File: src/rtl/des_subkey_gen.sv
`default_nettype none
// ============================================================================
// Module      : des_subkey_gen
// Description : Sequential DES key schedule. Captures the PC-1 output
//               (C0 || D0) on start and streams the sixteen 48-bit round
//               subkeys over a valid/ready handshake. Encrypt order is
//               K1..K16 (left rotations); decrypt order is K16..K1 (right
//               rotations), so one key register serves both directions.
// Ports       : clk, rst          - clock, asynchronous active-high reset
//               start, mode       - request schedule (0 = enc, 1 = dec)
//               key_pc1[0:55]     - C0 = [0:27], D0 = [28:55], bit 0 = FIPS bit 1
//               subkey[0:47]      - PC-2 of current C/D, bit 0 = FIPS bit 1
//               subkey_valid      - subkey/round valid
//               subkey_ready      - consumer accepts (transfer = valid & ready)
//               round[3:0]        - round number of current subkey
//               busy              - schedule in progress
//               done              - one-cycle pulse after the 16th transfer
// Revision    : 1.0 - initial release
// ============================================================================
module des_subkey_gen (
    input  logic        clk,
    input  logic        rst,
    input  logic        start,
    input  logic        mode,
    input  logic [0:55] key_pc1,
    output logic [0:47] subkey,
    output logic        subkey_valid,
    input  logic        subkey_ready,
    output logic [3:0]  round,
    output logic        busy,
    output logic        done
);

    // PC-2 selection table, 1-based positions into C||D (FIPS 46-3).
    localparam int c_pc2 [0:47] = '{
        14, 17, 11, 24,  1,  5,
         3, 28, 15,  6, 21, 10,
        23, 19, 12,  4, 26,  8,
        16,  7, 27, 20, 13,  2,
        41, 52, 31, 37, 47, 55,
        30, 40, 51, 45, 33, 48,
        44, 49, 39, 56, 34, 53,
        46, 42, 50, 36, 29, 32
    };

    typedef enum logic [0:0] {
        ST_IDLE = 1'b0,
        ST_RUN  = 1'b1
    } state_t;

    state_t      r_state;
    logic [0:27] r_c;
    logic [0:27] r_d;
    // Five bits so round 16 is representable internally.
    logic [4:0]  r_round;
    logic        r_mode;
    logic        r_done;

    logic [0:55] w_cd;
    logic        w_xfer;
    logic        w_last;
    logic [4:0]  w_next_round;

    // Rotation amount applied when entering round r.
    function automatic logic [1:0] shift_of(input logic [4:0] r);
        logic [1:0] s;
        case (r)
            5'd1, 5'd2, 5'd9, 5'd16: s = 2'd1;
            default:                 s = 2'd2;
        endcase
        return s;
    endfunction

    // Index 0 is the FIPS bit 1, so "left" moves bits toward index 0.
    function automatic logic [0:27] rotl(input logic [0:27] v, input logic [1:0] n);
        return (n == 2'd2) ? {v[2:27], v[0:1]} : {v[1:27], v[0]};
    endfunction

    function automatic logic [0:27] rotr(input logic [0:27] v, input logic [1:0] n);
        return (n == 2'd2) ? {v[26:27], v[0:25]} : {v[27], v[0:26]};
    endfunction

    assign w_cd         = {r_c, r_d};
    assign w_xfer       = (r_state == ST_RUN) && subkey_ready;
    assign w_last       = r_mode ? (r_round == 5'd1) : (r_round == 5'd16);
    assign w_next_round = r_round + 5'd1;

    generate
        for (genvar gi = 0; gi < 48; gi++) begin : g_pc2
            assign subkey[gi] = w_cd[c_pc2[gi] - 1];
        end
    endgenerate

    always_ff @(posedge clk or posedge rst) begin
        if (rst) begin
            r_state <= ST_IDLE;
            r_c     <= '0;
            r_d     <= '0;
            r_round <= '0;
            r_mode  <= 1'b0;
            r_done  <= 1'b0;
        end else begin
            r_done <= 1'b0;
            case (r_state)
                ST_IDLE: begin
                    if (start) begin
                        r_mode  <= mode;
                        r_state <= ST_RUN;
                        if (mode) begin
                            // Total rotation over 16 rounds is 28, so C16 = C0.
                            r_c     <= key_pc1[0:27];
                            r_d     <= key_pc1[28:55];
                            r_round <= 5'd16;
                        end else begin
                            r_c     <= rotl(key_pc1[0:27], 2'd1);
                            r_d     <= rotl(key_pc1[28:55], 2'd1);
                            r_round <= 5'd1;
                        end
                    end
                end
                ST_RUN: begin
                    if (w_xfer) begin
                        if (w_last) begin
                            r_state <= ST_IDLE;
                            r_done  <= 1'b1;
                        end else if (r_mode) begin
                            // Undo the rotation that produced the current round.
                            r_c     <= rotr(r_c, shift_of(r_round));
                            r_d     <= rotr(r_d, shift_of(r_round));
                            r_round <= r_round - 5'd1;
                        end else begin
                            r_c     <= rotl(r_c, shift_of(w_next_round));
                            r_d     <= rotl(r_d, shift_of(w_next_round));
                            r_round <= w_next_round;
                        end
                    end
                end
                default: r_state <= ST_IDLE;
            endcase
        end
    end

    assign subkey_valid = (r_state == ST_RUN);
    assign busy         = (r_state == ST_RUN);
    assign done         = r_done;
    // Four-bit port: round 16 is presented as 4'h0 (valid distinguishes it
    // from the idle/reset value).
    assign round        = r_round[3:0];

endmodule
`default_nettype wire

File: config.mk
export PLATFORM = sky130hd
export DESIGN_NAME = des_subkey_gen
export DESIGN_NICKNAME = d
export VERILOG_FILES = /design/src/rtl/des_subkey_gen.sv
export SDC_FILE = /design/constraint.sdc
export NUM_CORES = 1
export LEC_CHECK = 0
export CAP_MARGIN = 30
export CORE_AREA = 2 2 107 119
export DETAILED_ROUTE_END_ITERATION = 12
export DIE_AREA = 0 0 109 121
export PLACE_DENSITY = 0.87
export SLEW_MARGIN = 20
export SYNTH_ARGS = -nofsm -noshare
export SYNTH_HDL_FRONTEND = slang
export SYNTH_SLANG_ARGS = --single-unit
File: constraint.sdc
create_clock -name clk -period 4 [get_ports clk]
set_input_delay 1 -clock clk [delete_from_list [all_inputs] [get_ports clk]]
set_output_delay 1 -clock clk [all_outputs]
set_load 0.03 [all_outputs]
* Word-level counts from Yosys, hierarchy flattened
Index checks and enable logic that the tools add are counted.
** Operators by class
- $add $sub $neg :: 2
- Equal/unequal tests :: 13
- Muxes and demuxes :: 40
- Bitwise gates (word level) :: 1
- Reductions and logical operators :: 5
** Operators by type and width (count)
- $mux W28 :: 14
- $pmux W28 S2 :: 2
- $mux W5 :: 5
- $mux W2 :: 10
- $eq A5 B1 Y1 const B :: 2
- $eq A5 B2 Y1 const B :: 2
- $eq A5 B4 Y1 const B :: 2
- $eq A5 B5 Y1 const B :: 2
- $pmux W5 S2 :: 1
- $reduce_or A4 Y1 :: 2
- $mux W1 :: 7
- $add A5 B1 Y5 const B :: 1
- $sub A5 B1 Y5 const B :: 1
- $eq A2 B2 Y1 const B :: 2
- $ne A2 B2 Y1 const B :: 2
- $reduce_and A3 Y1 :: 1
- $ne A2 B1 Y1 const B :: 1
- $pmux W1 S2 :: 1
- $reduce_and A2 Y1 :: 1
- $logic_and A1 B1 Y1 :: 1
- $not A1 Y1 :: 1
** Storage, ports and cells
- Flip-flop bits (word level) :: 64
- Input port bits :: 61
- Output and inout port bits :: 55
- Logic and storage cells :: 67

* Depth between registers and ports, before layout
- Depth after elaboration :: 14
- Mapped depth :: 9
- Depth with buffers taken out :: 7

* Worst setup path before layout
OpenSTA, ideal clock, no wires.
- Path type :: input -> register
- Start point :: in start
- End point :: reg r_c[15] (netlist name)
- Data arrival time :: 2.160 ns
- Required time :: 3.918 ns
- Slack :: 1.758 ns
- Stages on the path :: 6
- Buffers on the path :: 2
- Path through :: clkbuf_1 nand2_1 a2bb2oi_1 clkbuf_1 o22ai_1 a31oi_1
** Between the ends
- Longest elaborated chain between the ends :: 2
** Ends and longest elaborated chain
- from (decl) :: RTL line 23 : input logic start,
- $ne A2 B2 Y1 (no line)
- $reduce_and A3 Y1 (no line)
- to (signal assigned) :: RTL line 111 : r_c <= key_pc1[0:27];
- to (signal assigned) :: RTL line 115 : r_c <= rotl(key_pc1[0:27], 2'd1);
- to (signal assigned) :: RTL line 128 : r_c <= rotr(r_c, shift_of(r_round));
- to (decl) :: RTL line 52 : logic [0:27] r_c;
Every way passes these cells.
A chain may end at the register's enable or synchronous reset.

* Worst setup path after layout
- Start point :: reg r_round[0]
- End point :: reg r_d[17] (netlist name)
** Between the ends
- Longest elaborated chain between the ends :: 14
** Ends and longest elaborated chain
- from (decl) :: RTL line 55 : logic [4:0] r_round;
- from (signal assigned) :: RTL line 130 : r_round <= r_round - 5'd1;
- from (signal assigned) :: RTL line 134 : r_round <= w_next_round;
- $add A5 B1 Y5 :: RTL line 86 : assign w_next_round = r_round + 5'd1;
- $eq A5 B1 Y1, or another cell as far along :: RTL line 67 : case (r)
- $reduce_or A4 Y1 :: RTL line 67
- $mux W2 :: RTL line 67
- $mux W2 :: RTL line 126 : end else if (r_mode) begin
- $mux W2 :: RTL line 123 : if (w_last) begin
- $mux W2 :: RTL line 122 : if (w_xfer) begin
- $mux W2 :: RTL line 104 : case (r_state)
- $eq A2 B2 Y1 :: RTL line 76 : return (n == 2'd2) ? {v[2:27], v[0:1]} : {v[1:27], v[0]};
- $mux W28 :: RTL line 76
- $mux W28 :: RTL line 126
- $mux W28 :: RTL line 123
- $mux W28 :: RTL line 122
- $pmux W28 S2 :: RTL line 104
- to (signal assigned) :: RTL line 112 : r_d <= key_pc1[28:55];
- to (signal assigned) :: RTL line 129 : r_d <= rotr(r_d, shift_of(r_round));
- to (signal assigned) :: RTL line 133 : r_d <= rotl(r_d, shift_of(w_next_round));
- to (decl) :: RTL line 53 : logic [0:27] r_d;
Several ways; a longest one is shown, not always the timed one. The select of a mux whose other input is x is not followed.

==> run summary <==
Max-cap violations: 0
register area share after synthesis: 22.6%
final instance area: 8260 µm²
TritonCTS clock tree: built
CTS Sinks: 64
Finished Layout Cells: 1,081
Die Y: 121 µm
Hold Path Origin: r_d[6]
placed inst area: 7880 µm²
Pleak: 3.18 nW
Post-CTS Setup Bufs: 0
f_max: 337 MHz
Reg-to-Reg Start: r_round[0]
Worst path top cell family by delay: multiplexers
clock latency on the worst-skew pair: 0.34 ns
minimum clock period: 2.96 ns
sequential cell area: 1600 µm²
vias in the first global route: 6,836
Placed Cells: 1,064
post-CTS resize count: 0
Reg2Reg Capture Point: r_d[17]
# fillers: 911
core region area: 11,900 µm²
I/O pin cnt: 116
cts bufs inserted: 9
Ant. Diodes: 0
share of cells above drive strength 1: 15.5%
Pwr Density: 1040 nW/µm²
EDFF count, synth: 0
Via density: 6.87
Wirelength per Cell: 19.9 µm
DRT Pass-1 Iters: 7
Final Hold Viols: 0
Slew Limit Fails: 0
# hold bufs at CTS: 0
H-tree lvl count: 3
worst vdd ir: 0.724 mV
Max Clock Skew: 0.0117 ns
gr usage total: 32.7%
dpl hpwl: 13,400 µm
unrepaired setup endpoints after global routing: false
WL final: 21,500 µm
Mapped Nets: 978
CTS Root Cell: clkbuf_16
Post-route DRC: 0
Initial DRC Count: 849
slowest stage delay, CP: 0.75 ns
Area Growth Syn to Fin: 16.8%
# nets final: 988
clock transition at the registers of the reported paths: 0.06 ns
final RePlAce weighted congestion: 0.912
Hold Path Sink: r_d[7]
CTS max path bufs: 2
Async SR Flop Fraction: 100%
top cells by area, synth: dfrtp_1 (23%), mux2_2 (14%), nand2_1 (8.9%), a221oi_1 (6.7%), buf_4 (6.4%)
initial antenna violation count: 0
Initial Util: 59.3%
Yosys cell types: 43
Synth top cells by count: nand2_1 (167), mux2_2 (86), dfrtp_1 (64)
Buf/Inv on CP: 1
top_reg_cell synth: dfrtp_1
Mapped Avg Cell Area: 7.76 µm²
Yosys reg bits: 64
Synth Area in Simple Gates: 19.7%
most common cell in the netlist: nand2_1
Cell Area, Synth: 7080 µm²
post-synthesis compound-gate area fraction: 25.8%
kind of critical path: register to register
main combinational cell family by area after synthesis: compound AO/OA/AOI/OAI gates
status: finished clean
Register-to-Register Path Depth: 7
Slew Limit Headroom: 39.9%
first-pass GRT wire length: 34,700 µm
CP Max Fanout: 26
die area: 13,200 µm²
XOR/XNOR Fraction of Synth Area: 0.955%
CP startpoint kind: register
mux cell area share after synthesis: 18.1%
Tcrit/Tclk final: 74.1%
Ys Warns: 0
Worst EP required: 4.25 ns
Arr. time, crit path: 3.21 ns
largest net degree at the start of global routing: 58
R2R Setup Slk: 1.04 ns
top-area cell type share of the netlist area: 22.6%
Tot Pwr: 8.62 mW
Routed Antenna Nets: 0
via count: 7,422
Die X: 109 µm
Util after Layout: 69.3%
WHS Path Cells: 2
critical path cell sequence: ha_1 > nand3_4 > mux2i_4 > buf_4 > nand2_1 > mux2_2 > a31oi_1
Adder-Cell Fraction of Synth Area: 0.884%
Slew @ Worst Pin: 0.883 ns
setup_tns: 0 ns
HP Class: register to register
critical path's slowest cell: mux2i_4
critical path endpoint category: register
multi-input logic area: 4710 µm²
dominant cell type by area after synthesis: dfrtp_1
Setup Viol. Count Final: 0
IO Port Bufs: 115
post-synthesis cell count: 912
overflow left after global routing: 0
Core Rows: 42
[power breakdown]
part | internal [mW] | switching [mW] | total, mW
clock | 0.630 | 0.327 | 0.957
sequential | 0.985 | 0.605 | 1.59
combinational | 2.61 | 3.46 | 6.07
total | 4.23 | 4.39 | 8.62
[cell type report]
type                            instances  area share, %
Timing Repair Buffer                  140           16.7
Clock inverter                          6           1.39
Tap cell                              154           2.33
Sequential cell                        64           19.4
Inverter                                7          0.318
Clock buffer                           10           2.89
Multi-Input combinational cell        700           56.9
[state kept, by name, indices dropped and copies added (netlist names)]
register and flops:
done 1, r_d 28, r_mode 1, r_round 5, r_c 28, busy 1
[tightest hold or removal path, stage by stage, from the launching register on]
cell and delay, ns:
dfrtp_1 0.41, a211oi_1 0.10, a31oi_1 0.11
[through the flow]
step / hold WS [ns] / worst slack [ns]
floorplan: 0.567 / 1.40
global placement: 0.618 / 1.22
detailed placement: 0.627 / 1.08
CTS: 0.641 / 1.07
global route: 0.664 / 0.891
finish: 0.659 / 1.04
[per-layer routing]
layer  up-vias  global-route usage (%)  routed length, µm
met5         -                       0                  0
met4         0                    13.7                783
met3        83                    5.16               2430
met2       581                    51.7               9930
met1      3449                    44.2               8400
li1       3309                       -                  -
[layout by cell type, fill, tap and decap left out, types with 22 or more instances in the layout]
cell type / instances
a31oi_1: 56
o22ai_1: 55
mux2_2: 86
nor2_1: 37
a221oi_1: 54
mux2i_1: 28
a21oi_1: 54
nand2_1: 167
dfrtp_1: 62
buf_4: 22
nand2b_1: 27
nor2b_1: 56
clkdlybuf4s50_1: 113
a22oi_1: 29
[cells by family (layout without fill, tap and decap cells)]
group | count (synthesis) | in the layout
flip-flops | 64 | 64
XOR/XNOR | 6 | 6
multiplexers | 117 | 117
adder cells (fa/ha/maj) | 5 | 5
AND/OR/NAND/NOR | 303 | 303
buffers and inverters | 148 | 163
AO/OA/AOI/OAI | 269 | 269
[how the worst max path moves through the flow]
stage / from / end / slack (ns) / cells past startpoint
6_report: r_round[0] / r_d[17] / 1.04 / 7
5_1_grt: r_round[0] / r_d[17] / 0.89 / 7
4_1_cts: r_round[0] / r_d[17] / 1.07 / 7
3_5_place_dp: r_round[0] / r_c[17] / 1.08 / 7
3_3_place_gp: r_round[0] / r_c[21] / 1.22 / 7
2_1_floorplan: rst / busy / 1.40 / 1
(Power assumes the default switching activity.)
